$ cat src/rtl/muldiv_sequencer.sv
// rtl/muldiv_sequencer.sv - iterative MULT/MULTU/DIV/DIVU sequencer with HI/LO registers
// Radix-2 shift-add multiply and restoring divide on magnitudes, followed by one sign-fix cycle.
module muldiv_sequencer #(
  parameter int WIDTH = 32
) (
  input  logic             clk,
  input  logic             rst_n,
  input  logic             start,
  input  logic [1:0]       op,
  input  logic [WIDTH-1:0] a,
  input  logic [WIDTH-1:0] b,
  input  logic             flush,
  input  logic             hi_we,
  input  logic             lo_we,
  input  logic [WIDTH-1:0] wdata,
  output logic             busy,
  output logic             done,
  output logic [WIDTH-1:0] hi,
  output logic [WIDTH-1:0] lo
);

  localparam int CW = $clog2(WIDTH);

  typedef enum logic [1:0] {S_IDLE, S_CALC, S_SIGN} state_t;

  state_t             r_state;
  state_t             w_next;
  logic               w_launch;
  logic               w_commit;
  logic [CW-1:0]      r_cnt;
  logic [2*WIDTH-1:0] r_acc;
  logic [WIDTH-1:0]   r_opd;
  logic [WIDTH-1:0]   r_araw;
  logic               r_is_div;
  logic               r_dz;
  logic               r_neg_q;
  logic               r_neg_r;
  logic [WIDTH-1:0]   r_hi;
  logic [WIDTH-1:0]   r_lo;
  logic               r_done;

  always_ff @(posedge clk or negedge rst_n) begin
    if (!rst_n) r_state <= S_IDLE;
    else        r_state <= w_next;
  end

  always_comb begin
    w_next   = r_state;
    w_launch = 1'b0;
    w_commit = 1'b0;
    case (r_state)
      S_IDLE: if (start) begin
        w_next   = S_CALC;
        w_launch = !flush;
      end
      S_CALC: if (r_cnt == CW'(WIDTH - 1)) w_next = S_SIGN;
      S_SIGN: begin
        w_next   = S_IDLE;
        w_commit = !flush;
      end
      default: w_next = S_IDLE;
    endcase
    if (flush) w_next = S_IDLE;
  end

  logic             w_signed;
  logic [WIDTH-1:0] w_abs_a;
  logic [WIDTH-1:0] w_abs_b;
  assign w_signed = ~op[0];
  assign w_abs_a  = (w_signed && a[WIDTH-1]) ? -a : a;
  assign w_abs_b  = (w_signed && b[WIDTH-1]) ? -b : b;

  // Accumulator layout: multiply {partial product, multiplier}; divide {remainder, dividend}.
  logic [WIDTH:0]     w_madd;
  logic [WIDTH:0]     w_dshift;
  logic [WIDTH:0]     w_dsub;
  logic [2*WIDTH-1:0] w_acc_next;
  assign w_madd   = {1'b0, r_acc[2*WIDTH-1:WIDTH]} + (r_acc[0] ? {1'b0, r_opd} : '0);
  assign w_dshift = {r_acc[2*WIDTH-1:WIDTH], r_acc[WIDTH-1]};
  assign w_dsub   = w_dshift - {1'b0, r_opd};
  assign w_acc_next = !r_is_div ? {w_madd, r_acc[WIDTH-1:1]} :
                      w_dsub[WIDTH] ? {w_dshift[WIDTH-1:0], r_acc[WIDTH-2:0], 1'b0} :
                                      {w_dsub[WIDTH-1:0], r_acc[WIDTH-2:0], 1'b1};

  logic [2*WIDTH-1:0] w_prod;
  logic [WIDTH-1:0]   w_quo_mag;
  logic [WIDTH-1:0]   w_rem_mag;
  logic [WIDTH-1:0]   w_quo;
  logic [WIDTH-1:0]   w_rem;
  assign w_prod    = r_neg_q ? -r_acc : r_acc;
  assign w_quo_mag = r_acc[WIDTH-1:0];
  assign w_rem_mag = r_acc[2*WIDTH-1:WIDTH];
  assign w_quo     = r_neg_q ? -w_quo_mag : w_quo_mag;
  assign w_rem     = r_neg_r ? -w_rem_mag : w_rem_mag;

  always_ff @(posedge clk or negedge rst_n) begin
    if (!rst_n) begin
      r_cnt    <= '0;
      r_acc    <= '0;
      r_opd    <= '0;
      r_araw   <= '0;
      r_is_div <= 1'b0;
      r_dz     <= 1'b0;
      r_neg_q  <= 1'b0;
      r_neg_r  <= 1'b0;
      r_hi     <= '0;
      r_lo     <= '0;
      r_done   <= 1'b0;
    end else begin
      r_done <= w_commit;
      if (w_launch) begin
        r_cnt    <= '0;
        r_acc    <= {{WIDTH{1'b0}}, (op[1] ? w_abs_a : w_abs_b)};
        r_opd    <= op[1] ? w_abs_b : w_abs_a;
        r_araw   <= a;
        r_is_div <= op[1];
        r_dz     <= op[1] && (b == '0);
        r_neg_q  <= w_signed && (a[WIDTH-1] ^ b[WIDTH-1]);
        r_neg_r  <= w_signed && a[WIDTH-1];
      end else if (r_state == S_CALC) begin
        r_cnt <= r_cnt + 1'b1;
        r_acc <= w_acc_next;
      end
      // A concurrent MTHI/MTLO lands now; a launched op overwrites it at commit.
      if (w_commit) begin
        if (!r_is_div)  {r_hi, r_lo} <= w_prod;
        else if (r_dz)  {r_hi, r_lo} <= {r_araw, {WIDTH{1'b1}}};
        else            {r_hi, r_lo} <= {w_rem, w_quo};
      end else if (r_state == S_IDLE && !flush) begin
        if (hi_we) r_hi <= wdata;
        if (lo_we) r_lo <= wdata;
      end
    end
  end

  assign busy = (r_state != S_IDLE);
  assign done = r_done;
  assign hi   = r_hi;
  assign lo   = r_lo;

endmodule

$ cat config.mk
export PLATFORM = sky130hd
export DESIGN_NAME = muldiv_sequencer
export DESIGN_NICKNAME = d
export VERILOG_FILES = /design/src/rtl/muldiv_sequencer.sv
export SDC_FILE = /design/constraint.sdc
export NUM_CORES = 1
export LEC_CHECK = 0
export BUFFER_PORTS_ARGS = -buffer_cell sky130_fd_sc_hd__buf_2
export CAP_MARGIN = 15
export CORE_AREA = 2 2 163 197
export CTS_BUF_LIST = sky130_fd_sc_hd__clkbuf_4
export CTS_CLUSTER_DIAMETER = 60
export DETAILED_ROUTE_END_ITERATION = 12
export DIE_AREA = 0 0 165 199
export HOLD_SLACK_MARGIN = 0.12
export PLACE_DENSITY = 0.75
export RECOVER_POWER = 25
export SYNTH_ARGS = -nofsm -noshare
export SYNTH_HDL_FRONTEND = slang
export SYNTH_SLANG_ARGS = --single-unit
$ cat constraint.sdc
create_clock -name clk -period 3.3 [get_ports clk]
set_input_delay 0.33 -clock clk [delete_from_list [all_inputs] [get_ports clk]]
set_output_delay 0.33 -clock clk [all_outputs]
set_load 0.02 [all_outputs]
==> results by group <==
STA
  • Rel. slew slack: -0.702
  • Fin Clk Skew: slightly above 70 ps
  • Setup slack after layout: -83.9 ps
  • Worst-margin pin slew: approximately 2600 ps
  • FMAX: around 0.30 GHz
  • WHS: approximately 150 ps
  • Final worst-path cycle share: 1.03
  • Slew Viols, Final: a little over 90
  • Post-layout min period: ~3400 ps
  • RSZ-0062 raised after global routing: yes
  • Setup violators final: 4
  • Hold Fails Final Rpt: 0

Synth
  • Fraction of registers with async set/reset: 1.00
  • Ranking of synthesized cells by area: dfrtp_1 30%, nand2_1 8.0%, mux2i_1 6.4%, o21ai_0 6.3%, ha_1 5.1%
  • Cell taking the most area after synthesis: dfrtp_1
  • Synthesized area: 17100 µm²
  • Syn nets: around 2400
  • Synth top area share: 0.299
  • Synthesized instance count: 2187
  • Avg Cell Area, Syn: approximately 7.8 µm²
  • Synthesis Warnings: 0
  • Primary FF master, synth: dfrtp_1
  • Post-synth EDFFs: 0
  • Seq/Total Area, Yosys: 0.299
  • Yosys cell types: 74
  • Synth Register Bits: between 200 and 250

Global route
  • Gr ovfl total: 0
  • Initial antenna violation count: 2
  • All-Layer GR Usage: 0.422
  • Number of global-route vias before repair: 18200
  • Largest net degree at the start of global routing: around 110
  • First-pass GRT wire length: between 100000 and 150000 µm

Clock tree
  • Clock buffer count from CTS: 56
  • CTS tree: built
  • H-tree levels: 2
  • CTS Buffer Depth: 3
  • Worst skew pair latency: 770 ps
  • CTS clk-pin slew, worst paths: around 80 ps
  • Clock sinks: between 200 and 250
  • CTS Root Cell: clkbuf_4

Routing
  • Via count: ~19000
  • DRT iter0 DRCs: 2200
  • Via/cell ratio: around 6.3
  • 1st-pass router iterations: 6
  • Antenna viol nets, final: 0
  • DRC: 0
  • Avg WL per Cell: around 24 µm
  • Total wire length: a little over 70000 µm

Setup path
  • WP data arrival: around 4000 ps
  • Worst setup path class: reg -> reg
  • CP Capture Type: flop
  • Required @ worst endpoint: ~3900 ps
  • Worst setup SP type: flop
  • CP Max Fanout: 4

Pwr
  • Leakage power: ~0.01 µW
  • Design Power: 17500 µW
  • Peak VDD IR: 0.000595 V
  • PD cells: 804 nW/µm²

Flow run
  • Max_cap viols: 1

Floorplan
  • Die area: approximately 33000 µm²
  • Die Wd: 165 µm
  • Row count: 71
  • Io pins: 170
  • Initial core utilization: 0.551
  • Die H: about 200 µm
  • Core area: a little over 30000 µm²

Layout
  • Most common cell after layout, fill and taps aside: nand2_1
  • Commonest cells after routing, fill and taps aside: 364 x nand2_1, 222 x buf_4, 200 x dfrtp_1
  • Share of cells above drive strength 1: 0.225
  • Fillers: 2542
  • P&R area growth vs syn: 27.6%
  • Final Net Count: about 2800
  • Final instance area: 21800 µm²

Placement
  • Routability cong.: 0.990
  • Post-DP HPWL: between 50000 and 60000 µm
  • Pre-CTS setup slack: -458 ps
  • I/O Buffers: around 170
  • Placed cell area: 19600 µm²

Outcome
  • Status: complete, but fails checks
  • Failing checks: max-capacitance violations, max-slew violations, negative setup slack

Hold path
  • Worst min-delay path class: in -> reg
==> state kept, by name, summed over array words and instances (netlist names) <==
name / count
r_araw: 32
lo: 32
r_state: 2
r_opd: 32
r_neg_q: 1
r_dz: 1
r_neg_r: 1
r_cnt: 5
hi: 32
done: 1
r_acc: 64
r_is_div: 1
==> synth_stat cells (14+ instances only) <==
cell type and number:
nand2_1 366, o21ai_0 216, dfrtp_1 204, nor2_1 153, a21oi_1 129, clkbuf_1 126
mux2i_1 110, xor2_1 94, xnor2_1 89, ha_1 70, o211ai_1 64, inv_1 61
a21o_1 45, nor3_1 32, nand3_1 31, o31ai_1 27, a32oi_1 25, or3_1 25
a31oi_1 23, a22oi_1 19, buf_1 19, nor2b_1 19, or4_1 19, nand2b_1 18
a211oi_1 17, nor4_1 16, nand4_1 14
==> path summary, 6_finish.rpt <==
path                                       from               endpoint  slack, ps  depth (start not counted)
min reg2reg                r_opd[8]$_DFFE_PN0P_   r_opd[8]$_DFFE_PN0P_        480                          1
min                                       b[23]  r_opd[23]$_DFFE_PN0P_        150                          5
max reg2reg                r_acc[0]$_DFFE_PN0P_  r_acc[59]$_DFFE_PN0P_        -80                         14
max                        r_acc[0]$_DFFE_PN0P_  r_acc[59]$_DFFE_PN0P_        -80                         14
max in group asynchronous                 rst_n  r_opd[18]$_DFFE_PN0P_        380                          3
min in group asynchronous                 rst_n     lo[19]$_DFFE_PN0P_        930                          2
==> routing by layer <==
metal  vias up  global-route usage  part of all wire  wire (µm)
met5         -                   0                 0          0
met4         0               0.317             0.090       6440
met3       287              0.0830             0.093       6670
met2      1139               0.662              0.45      31900
met1      8978               0.511              0.37      26400
li1       8660                   -                 -          -
==> area by class of cell <==
class                      instances  area (µm²)  share of cell area
antenna                            2        5.00            0.000229
timing repair buffer             494        3620               0.166
multi-input combinational       1766       11600               0.533
clock buffer                      75         563              0.0258
clock inverter                    28         145             0.00665
sequential                       204        5110               0.234
inverter                          63         241              0.0111
tap                              401         502              0.0230
==> timing repair <==
item                                   in CTS  in global routing
gates cloned                                0                  1
setup endpoints to repair                  35                 53
buffers inserted                            6                 13
endpoints found under the hold margin     217                  0
hold buffers                               90                  0
pin swaps                                   9                 27
gates resized for setup                    31                 85
==> through the flow <==
step	util	cells	TNS [ps]
2_1_floorplan	-	2187	0
4_1_cts	0.688	3017	-176
3_5_place_dp	0.632	2818	-3350
3_3_place_gp	0.632	2818	-2360
6_report	0.704	3033	-232
5_1_grt	0.704	3033	-1470
==> critical path, cell delays in order (launching register included) <==
cell       delay [ps]
dfrtp_1           410
buf_4             130
buf_4              90
nand2_1            90
fa_2              410
nor2b_4           160
o31ai_4            80
a211o_4           360
a2111oi_4         310
buf_4             180
nor3_4             50
o31a_1            340
o21ai_2           200
xor2_1            110
a221o_1           330
==> power by group <==
group | switching [µW] | internal [µW]
sequential | 755 | 3160
combinational | 6270 | 5020
clock | 1190 | 1140
total | 8220 | 9320
==> logic make-up after synthesis <==
logic type	synth area share
xor+xnor	0.0938
fa+ha+maj	0.0536
flops	0.299
compound gates	0.242
buf+inv	0.0490
mux	0.0677
simple gates	0.195
Power figures use the tool's default switching activity.
